### config.mk
export PLATFORM = sky130hd
export DESIGN_NAME = uart_cmd_decoder_flat
export DESIGN_NICKNAME = d
export VERILOG_FILES = /design/src/rtl/uart_cmd_decoder_if.sv /design/src/rtl/uart_cmd_decoder.sv /design/src/flat_wrapper.sv
export SDC_FILE = /design/constraint.sdc
export NUM_CORES = 1
export LEC_CHECK = 0
export ABC_CLOCK_PERIOD_IN_PS = 4000
export BUFFER_PORTS_ARGS = -buffer_cell sky130_fd_sc_hd__buf_2
export CAP_MARGIN = 20
export CORE_ASPECT_RATIO = 1.5
export CORE_MARGIN = 10
export CORE_UTILIZATION = 30
export DETAILED_ROUTE_END_ITERATION = 6
export PLACE_DENSITY = 0.56
export SLEW_MARGIN = 0
export SYNTH_ARGS = -nofsm -noshare
export SYNTH_HDL_FRONTEND = slang
export SYNTH_SLANG_ARGS = --single-unit
### constraint.sdc
create_clock -name clk -period 4 [get_ports clk]
set_input_delay 0.6 -clock clk [delete_from_list [all_inputs] [get_ports clk]]
set_output_delay 0.6 -clock clk [all_outputs]
set_load 0.02 [all_outputs]
### src/rtl/uart_cmd_decoder_if.sv
// UART byte-stream handshake between the Duplex UART and the command decoder.
// The master side is the UART (receiver and transmitter); the slave side is
// the decoder, which consumes received bytes and produces reply bytes.
interface uart_cmd_decoder_if;
    logic       rx_done_flag;
    logic [7:0] data_received;
    logic       rx_error_flag;
    logic       tx_done_flag;
    logic [7:0] tx_data;
    logic       tx_send;

    modport master (
        output rx_done_flag,
        output data_received,
        output rx_error_flag,
        output tx_done_flag,
        input  tx_data,
        input  tx_send
    );

    modport slave (
        input  rx_done_flag,
        input  data_received,
        input  rx_error_flag,
        input  tx_done_flag,
        output tx_data,
        output tx_send
    );
endinterface

### src/rtl/uart_cmd_decoder.sv
// UART command decoder.
// Assembles 4-byte frames {SOF, OPCODE, ARG, CHK} with CHK = OPCODE ^ ARG,
// executes LED and temperature-setpoint commands, and answers each frame
// with a single reply byte (ACK, NAK or the setpoint value).
// Optional build macro UART_CMD_TIMEOUT_EN adds an inter-byte timeout that
// abandons a partial frame after TIMEOUT_CYCLES idle clocks.
module uart_cmd_decoder #(
    parameter logic [7:0]  SOF_BYTE       = 8'hA5,
    parameter int unsigned TIMEOUT_CYCLES = 5_000_000,
    parameter logic [7:0]  SETPOINT_INIT  = 8'd4
) (
    input  logic                     clk,
    input  logic                     reset,
    uart_cmd_decoder_if.slave        uart,
    output logic                     led_o,
    output logic [7:0]               setpoint_o,
    output logic                     busy_o,
    output logic [7:0]               err_count_o
);

    localparam logic [7:0] ACK_BYTE = 8'h06;
    localparam logic [7:0] NAK_BYTE = 8'h15;

    localparam logic [7:0] OP_LED_TOGGLE = 8'h01;
    localparam logic [7:0] OP_LED_SET    = 8'h02;
    localparam logic [7:0] OP_SP_WRITE   = 8'h03;
    localparam logic [7:0] OP_SP_READ    = 8'h04;
    localparam logic [7:0] OP_ERR_CLEAR  = 8'h05;

    typedef enum logic [2:0] {
        IDLE,
        GET_OP,
        GET_ARG,
        GET_CHK,
        EXEC,
        WAIT_TX
    } state_t;

    state_t     state_q, state_d;

    logic       rxPrev_q;
    logic       txPrev_q;
    logic       rxEvent;
    logic       txEvent;
    logic       sofAccepted;
    logic       inFrame;
    logic       timeoutHit;

    logic [7:0] opcode_q, opcode_d;
    logic [7:0] arg_q, arg_d;
    logic [7:0] chk_q, chk_d;
    logic       frameBad_q, frameBad_d;
    logic [7:0] txData_q, txData_d;
    logic       txSend_q, txSend_d;
    logic       led_q, led_d;
    logic [7:0] setpoint_q, setpoint_d;
    logic [7:0] errCount_q, errCount_d;

    logic       chkOk;
    logic       cmdOk;
    logic       errInc;
    logic       errClear;
    logic [7:0] reply;

    // Remember last level of both done flags so a held-high flag is one event
    always_ff @(posedge clk or posedge reset) begin
        if (reset) begin
            rxPrev_q <= 1'b0;
            txPrev_q <= 1'b0;
        end else begin
            rxPrev_q <= uart.rx_done_flag;
            txPrev_q <= uart.tx_done_flag;
        end
    end

    assign rxEvent     = uart.rx_done_flag & ~rxPrev_q;
    assign txEvent     = uart.tx_done_flag & ~txPrev_q;
    assign sofAccepted = rxEvent && (uart.data_received == SOF_BYTE) && !uart.rx_error_flag;
    assign inFrame     = (state_q == GET_OP) || (state_q == GET_ARG) || (state_q == GET_CHK);

`ifdef UART_CMD_TIMEOUT_EN
    localparam int unsigned CNT_W = (TIMEOUT_CYCLES > 2) ? $clog2(TIMEOUT_CYCLES) : 1;
    localparam logic [CNT_W-1:0] TIMEOUT_LAST = CNT_W'(TIMEOUT_CYCLES - 1);

    logic [CNT_W-1:0] timeoutCnt_q, timeoutCnt_d;

    // A received byte always wins over a timeout landing in the same cycle
    assign timeoutHit = inFrame && !rxEvent && (timeoutCnt_q == TIMEOUT_LAST);

    // Count idle clocks between frame bytes; parked at zero outside a frame
    always_comb begin
        timeoutCnt_d = '0;
        if (inFrame && !rxEvent && !timeoutHit) begin
            timeoutCnt_d = timeoutCnt_q + 1'b1;
        end
    end

    // Inter-byte timeout counter register
    always_ff @(posedge clk or posedge reset) begin
        if (reset) begin
            timeoutCnt_q <= '0;
        end else begin
            timeoutCnt_q <= timeoutCnt_d;
        end
    end
`else
    // Without the timeout a partial frame simply waits for its remaining bytes;
    // the parameter is still accepted so both builds share one instantiation.
    localparam int unsigned unusedTimeoutCycles = TIMEOUT_CYCLES;

    assign timeoutHit = 1'b0;
`endif

    // FSM state register
    always_ff @(posedge clk or posedge reset) begin
        if (reset) begin
            state_q <= IDLE;
        end else begin
            state_q <= state_d;
        end
    end

    // FSM next-state: walk the frame one rx event per byte, then reply and wait
    always_comb begin
        state_d = state_q;
        unique case (state_q)
            IDLE: begin
                if (sofAccepted) begin
                    state_d = GET_OP;
                end
            end
            GET_OP: begin
                if (timeoutHit) begin
                    state_d = IDLE;
                end else if (rxEvent) begin
                    state_d = GET_ARG;
                end
            end
            GET_ARG: begin
                if (timeoutHit) begin
                    state_d = IDLE;
                end else if (rxEvent) begin
                    state_d = GET_CHK;
                end
            end
            GET_CHK: begin
                if (timeoutHit) begin
                    state_d = IDLE;
                end else if (rxEvent) begin
                    state_d = EXEC;
                end
            end
            EXEC: begin
                state_d = WAIT_TX;
            end
            WAIT_TX: begin
                if (txEvent) begin
                    state_d = IDLE;
                end
            end
            default: begin
                state_d = IDLE;
            end
        endcase
    end

    assign chkOk = (chk_q == (opcode_q ^ arg_q));

    // FSM outputs: latch frame bytes, execute the command and stage the reply
    always_comb begin
        opcode_d   = opcode_q;
        arg_d      = arg_q;
        chk_d      = chk_q;
        frameBad_d = frameBad_q;
        txData_d   = txData_q;
        txSend_d   = 1'b0;
        led_d      = led_q;
        setpoint_d = setpoint_q;
        cmdOk      = 1'b0;
        errInc     = 1'b0;
        errClear   = 1'b0;
        reply      = NAK_BYTE;

        unique case (state_q)
            IDLE: begin
                if (sofAccepted) begin
                    frameBad_d = 1'b0;
                end
            end
            GET_OP: begin
                if (rxEvent && !timeoutHit) begin
                    opcode_d = uart.data_received;
                    if (uart.rx_error_flag) begin
                        frameBad_d = 1'b1;
                    end
                end
                errInc = timeoutHit;
            end
            GET_ARG: begin
                if (rxEvent && !timeoutHit) begin
                    arg_d = uart.data_received;
                    if (uart.rx_error_flag) begin
                        frameBad_d = 1'b1;
                    end
                end
                errInc = timeoutHit;
            end
            GET_CHK: begin
                if (rxEvent && !timeoutHit) begin
                    chk_d = uart.data_received;
                    if (uart.rx_error_flag) begin
                        frameBad_d = 1'b1;
                    end
                end
                errInc = timeoutHit;
            end
            EXEC: begin
                if (!frameBad_q && chkOk) begin
                    unique case (opcode_q)
                        OP_LED_TOGGLE: begin
                            led_d = ~led_q;
                            reply = ACK_BYTE;
                            cmdOk = 1'b1;
                        end
                        OP_LED_SET: begin
                            led_d = arg_q[0];
                            reply = ACK_BYTE;
                            cmdOk = 1'b1;
                        end
                        OP_SP_WRITE: begin
                            setpoint_d = arg_q;
                            reply      = ACK_BYTE;
                            cmdOk      = 1'b1;
                        end
                        OP_SP_READ: begin
                            reply = setpoint_q;
                            cmdOk = 1'b1;
                        end
                        OP_ERR_CLEAR: begin
                            errClear = 1'b1;
                            reply    = ACK_BYTE;
                            cmdOk    = 1'b1;
                        end
                        default: begin
                            cmdOk = 1'b0;
                        end
                    endcase
                end
                errInc   = !cmdOk;
                txData_d = reply;
                txSend_d = 1'b1;
            end
            WAIT_TX: begin
                txSend_d = 1'b0;
            end
            default: begin
                txSend_d = 1'b0;
            end
        endcase

        errCount_d = errCount_q;
        if (errInc && (errCount_q != 8'hFF)) begin
            errCount_d = errCount_q + 8'd1;
        end
        if (errClear) begin
            errCount_d = 8'd0;
        end
    end

    // Datapath registers: frame bytes, reply, LED, setpoint and error counter
    always_ff @(posedge clk or posedge reset) begin
        if (reset) begin
            opcode_q   <= 8'd0;
            arg_q      <= 8'd0;
            chk_q      <= 8'd0;
            frameBad_q <= 1'b0;
            txData_q   <= 8'd0;
            txSend_q   <= 1'b0;
            led_q      <= 1'b0;
            setpoint_q <= SETPOINT_INIT;
            errCount_q <= 8'd0;
        end else begin
            opcode_q   <= opcode_d;
            arg_q      <= arg_d;
            chk_q      <= chk_d;
            frameBad_q <= frameBad_d;
            txData_q   <= txData_d;
            txSend_q   <= txSend_d;
            led_q      <= led_d;
            setpoint_q <= setpoint_d;
            errCount_q <= errCount_d;
        end
    end

    assign uart.tx_data = txData_q;
    assign uart.tx_send = txSend_q;
    assign led_o        = led_q;
    assign setpoint_o   = setpoint_q;
    assign err_count_o  = errCount_q;
    assign busy_o       = (state_q != IDLE);

endmodule

### src/flat_wrapper.sv
// flat-port wrapper written by rule: the top's interface ports become plain ports
module uart_cmd_decoder_flat 
#(
    parameter logic [7:0]  SOF_BYTE       = 8'hA5,
    parameter int unsigned TIMEOUT_CYCLES = 5_000_000,
    parameter logic [7:0]  SETPOINT_INIT  = 8'd4
)
  (clk, reset, led_o, setpoint_o, busy_o, err_count_o, uart_rx_done_flag, uart_data_received, uart_rx_error_flag, uart_tx_done_flag, uart_tx_data, uart_tx_send);
  uart_cmd_decoder_if uart_i ();
  input  logic clk;
  input  logic reset;
  output logic led_o;
  output logic [7:0] setpoint_o;
  output logic busy_o;
  output logic [7:0] err_count_o;
  input wire logic [$bits(uart_i.rx_done_flag)-1:0] uart_rx_done_flag;
  input wire logic [$bits(uart_i.data_received)-1:0] uart_data_received;
  input wire logic [$bits(uart_i.rx_error_flag)-1:0] uart_rx_error_flag;
  input wire logic [$bits(uart_i.tx_done_flag)-1:0] uart_tx_done_flag;
  output wire logic [$bits(uart_i.tx_data)-1:0] uart_tx_data;
  output wire logic [$bits(uart_i.tx_send)-1:0] uart_tx_send;
  assign uart_i.rx_done_flag = uart_rx_done_flag;
  assign uart_i.data_received = uart_data_received;
  assign uart_i.rx_error_flag = uart_rx_error_flag;
  assign uart_i.tx_done_flag = uart_tx_done_flag;
  assign uart_tx_data = uart_i.tx_data;
  assign uart_tx_send = uart_i.tx_send;
  uart_cmd_decoder #(.SOF_BYTE(SOF_BYTE), .TIMEOUT_CYCLES(TIMEOUT_CYCLES), .SETPOINT_INIT(SETPOINT_INIT)) u_core (.clk(clk), .reset(reset), .uart(uart_i), .led_o(led_o), .setpoint_o(setpoint_o), .busy_o(busy_o), .err_count_o(err_count_o));
endmodule
==> metrics.md <==
| Metric | Value |
|---|---|
| Post-synth ARST share | `1.00` |
| Reg clk slew, reported paths | `0.07 ns` |
| CTS Buffer Depth | `2` |
| Initial DRC Count | `36` |
| Gates resized, CTS repair | `0` |
| Routability cong. | `0.744` |
| Skew-Pair Late Insertion Delay | `0.29 ns` |
| Critical Path Source | `u_core.opcode_q[0]$_DFFE_PP0P_` |
| WP data required | `4.18 ns` |
| CP max stage delay | `0.50 ns` |
| Slowest CP cell | `dfrtp_1` |
| # setup viols final | `0` |
| Hold Crit Class | `in -> async` |
| Mean area per synthesized cell | `13.3 um^2` |
| Setup_tns | `0 ns` |
| Final hold violations | `0` |
| Post-route clock skew | `0.00335 ns` |
| Period utilization | `0.572` |
| Vias | `1,687` |
| Tightest Pin Transition | `0.663 ns` |
| Final WL | `5730 um` |
| Flops & latches, synth | `56` |
| Initial Util | `0.305` |
| Outcome | `complete, no violations` |
| Sequential share of the synthesized area | `0.524` |
| Hold_buf cts | `0` |
| Unrepaired setup endpoints after global routing | `false` |
| Synth top area cells | `dfrtp_1 (51%), mux2_2 (14%), xor3_1 (3.6%)` |
| Leak | `1.52 nW` |
| Cell Pwr Density | `660 mW/mm^2` |
| CTS buffer count | `5` |
| Routed Antenna Nets | `0` |
| Final design utilization | `0.357` |
| Peak VDD IR | `310 uV` |
| Root buf cell | `clkbuf_16` |
| TritonCTS Sinks | `56` |
| Minimum clock period | `2.29 ns` |
| Met1 usage | `0.0914` |
| DR WL/cell | `16.2 um` |
| Io pins | `40` |
| Worst-path fanout max | `10` |
| Max Cap Viol | `0` |
| Critical Path End Type | `flop` |
| CTS tree | `done` |
| FF-to-FF Start | `u_core.opcode_q[0]$_DFFE_PP0P_` |
| Syn nets | `215` |
| Width of the die | `97.1 um` |
| GR peak layer | `met2` |
| Peak Freq | `437 MHz` |
| Gr ovfl total | `0` |
| Number of global-route vias before repair | `1,812` |
| # DRC | `0` |
| Primary FF master, synth | `dfrtp_1` |
| Cell Area, Synth | `0.00268 mm^2` |
| Area grow syn2layout | `16.9%` |
| CP startpoint kind | `flop` |
| Dpl hpwl | `4510 um` |
| Unique masters post-synth | `42` |
| H-tree depth | `2` |
| Via density | `4.78` |
| Worst-path cell chain | `xnor3_1 -> nand4_1 -> nor3_1 -> a31oi_4 -> mux2_4 -> a22o_1` |
| Die Y | `136 um` |
| Post-CTS Repair Setup Buffers | `0` |
| Data arrival, critical path | `2.47 ns` |
| Yosys top cell area share | `0.514` |
| Pin count of the biggest net entering global routing | `33` |
| # rows | `42` |
| Core ar. | `0.00878 mm^2` |
| Antenna cells | `0` |
| TritonRoute pass-1 iters | `4` |
| First-pass GRT wire length | `9580 um` |
| GR Layer Usage met3 | `0.0306` |
| Number of synthesized flops with an enable pin | `0` |
| Antenna violations before repair | `0` |
| Kind of critical path | `reg -> reg` |
| Total GRT Usage | `0.0895` |
| Slew HR | `0.557` |
| Yosys warns | `0` |
| Yosys top cell by area | `dfrtp_1` |
| Met2 usage | `0.157` |
| PortBufs | `39` |
| Max-slew violations | `0` |
| Net count of the finished layout | `256` |
| Synth Instances | `201` |
| Die area | `0.0132 mm^2` |
| Layout cells sized above 1 | `0.370` |
[critical path: cells and delay by family (launching register included)]
family          cells  cell delay, ns
compound gates      2            0.42
simple gates        2            0.47
xor+xnor            1            0.44
flops               1            0.50
mux                 1            0.35
[layout make-up]
type	count	area, um^2
clock buffers	8	146
fillers	862	5650
inverters	3	11.3
multi-input cells	136	1230
flip-flops and latches	56	1400
well taps	110	138
repair buffers	40	203
[metrics by stage]
stage,hold WS (ns),cells,power (W),cell area (um^2),setup slack (ns)
floorplan,0.491,201,0.00149,2680,1.93
global placement,0.451,345,0.00164,2980,1.59
detailed placement,0.480,345,0.00166,2980,1.56
CTS,0.430,353,0.00211,3130,1.68
global route,0.431,353,0.00220,3130,1.54
finish,0.405,353,0.00207,3130,1.71
[state kept, by name (all words and copies together) (netlist names)]
name,flops
u_core.chk_q,8
u_core.led_o,1
u_core.setpoint_o,8
u_core.txPrev_q,1
u_core.rxPrev_q,1
u_core.state_q,3
u_core.opcode_q,8
u_core.arg_q,8
u_core.frameBad_q,1
u_core.uart.tx_send,1
u_core.uart.tx_data,8
u_core.err_count_o,8
[cells in the final DEF, fill, tap and decap left out, types with 3 or more instances in the layout]
cell type	count
dfrtp_1	55
buf_2	39
mux2_2	33
nand2_1	16
nor2_1	11
a22o_1	8
o21ai_0	5
a21oi_1	5
clkbuf_16	5
xnor3_1	4
xor3_1	4
and3_1	4
nand3_1	4
mux2i_1	4
or3_1	3
nor2b_1	3
nand3b_1	3
and2_1	3
[logic make-up (layout without fill, tap and decap cells)]
logic type / count (synthesis) / in the layout / share of synthesized area
flops: 56 / 56 / 0.524
simple gates: 64 / 64 / 0.155
mux: 38 / 38 / 0.159
xor+xnor: 11 / 11 / 0.0790
compound gates: 22 / 22 / 0.0617
fa+ha+maj: 1 / 1 / 0.00467
buf+inv: 9 / 51 / 0.0168
[synth_stat cells (2+ instances only)]
cell type and number:
nor3_4 2, nor3b_1 2, xor2_1 2, inv_1 3, mux2i_1 4, and3_1 4
clkbuf_1 4, nand4_4 2, o21ai_0 5, or3_1 3, a21oi_1 5, nand3b_1 3
xor3_1 4, nand3_1 4, and2_1 3, a22o_1 8, dfrtp_1 55, mux2_2 33
nor2b_1 3, xnor3_1 4, nand2b_1 2, nor2_1 11, nand2_1 16
[path summary, 6_finish.rpt]
check                                                      to  slack, ns  cells past startpoint
max in group asynchronous    u_core.setpoint_o[2]$_DFFE_PP1P_       2.77                      3
min                               u_core.chk_q[7]$_DFFE_PP0P_       0.40                      2
min in group clk                    u_core.rxPrev_q$_DFF_PP0_       0.43                      1
max                         u_core.err_count_o[7]$_DFFE_PP0P_       1.71                      6
max reg2reg                 u_core.err_count_o[7]$_DFFE_PP0P_       1.71                      6
min reg2reg                u_core.uart.tx_data[1]$_DFFE_PP0P_       0.48                      2
[layer usage]
metal | wire length (um) | vias to the layer above
li1 | - | 805
met1 | 2250 | 833
met2 | 3000 | 39
met3 | 339 | 10
met4 | 146 | 0
met5 | 0 | -
[where the power goes]
part,switching (W),internal [W]
Clock,0.000187,0.000250
Combinational,0.000298,0.000418
Sequential,0.000182,0.000732
(Power assumes the default switching activity.)
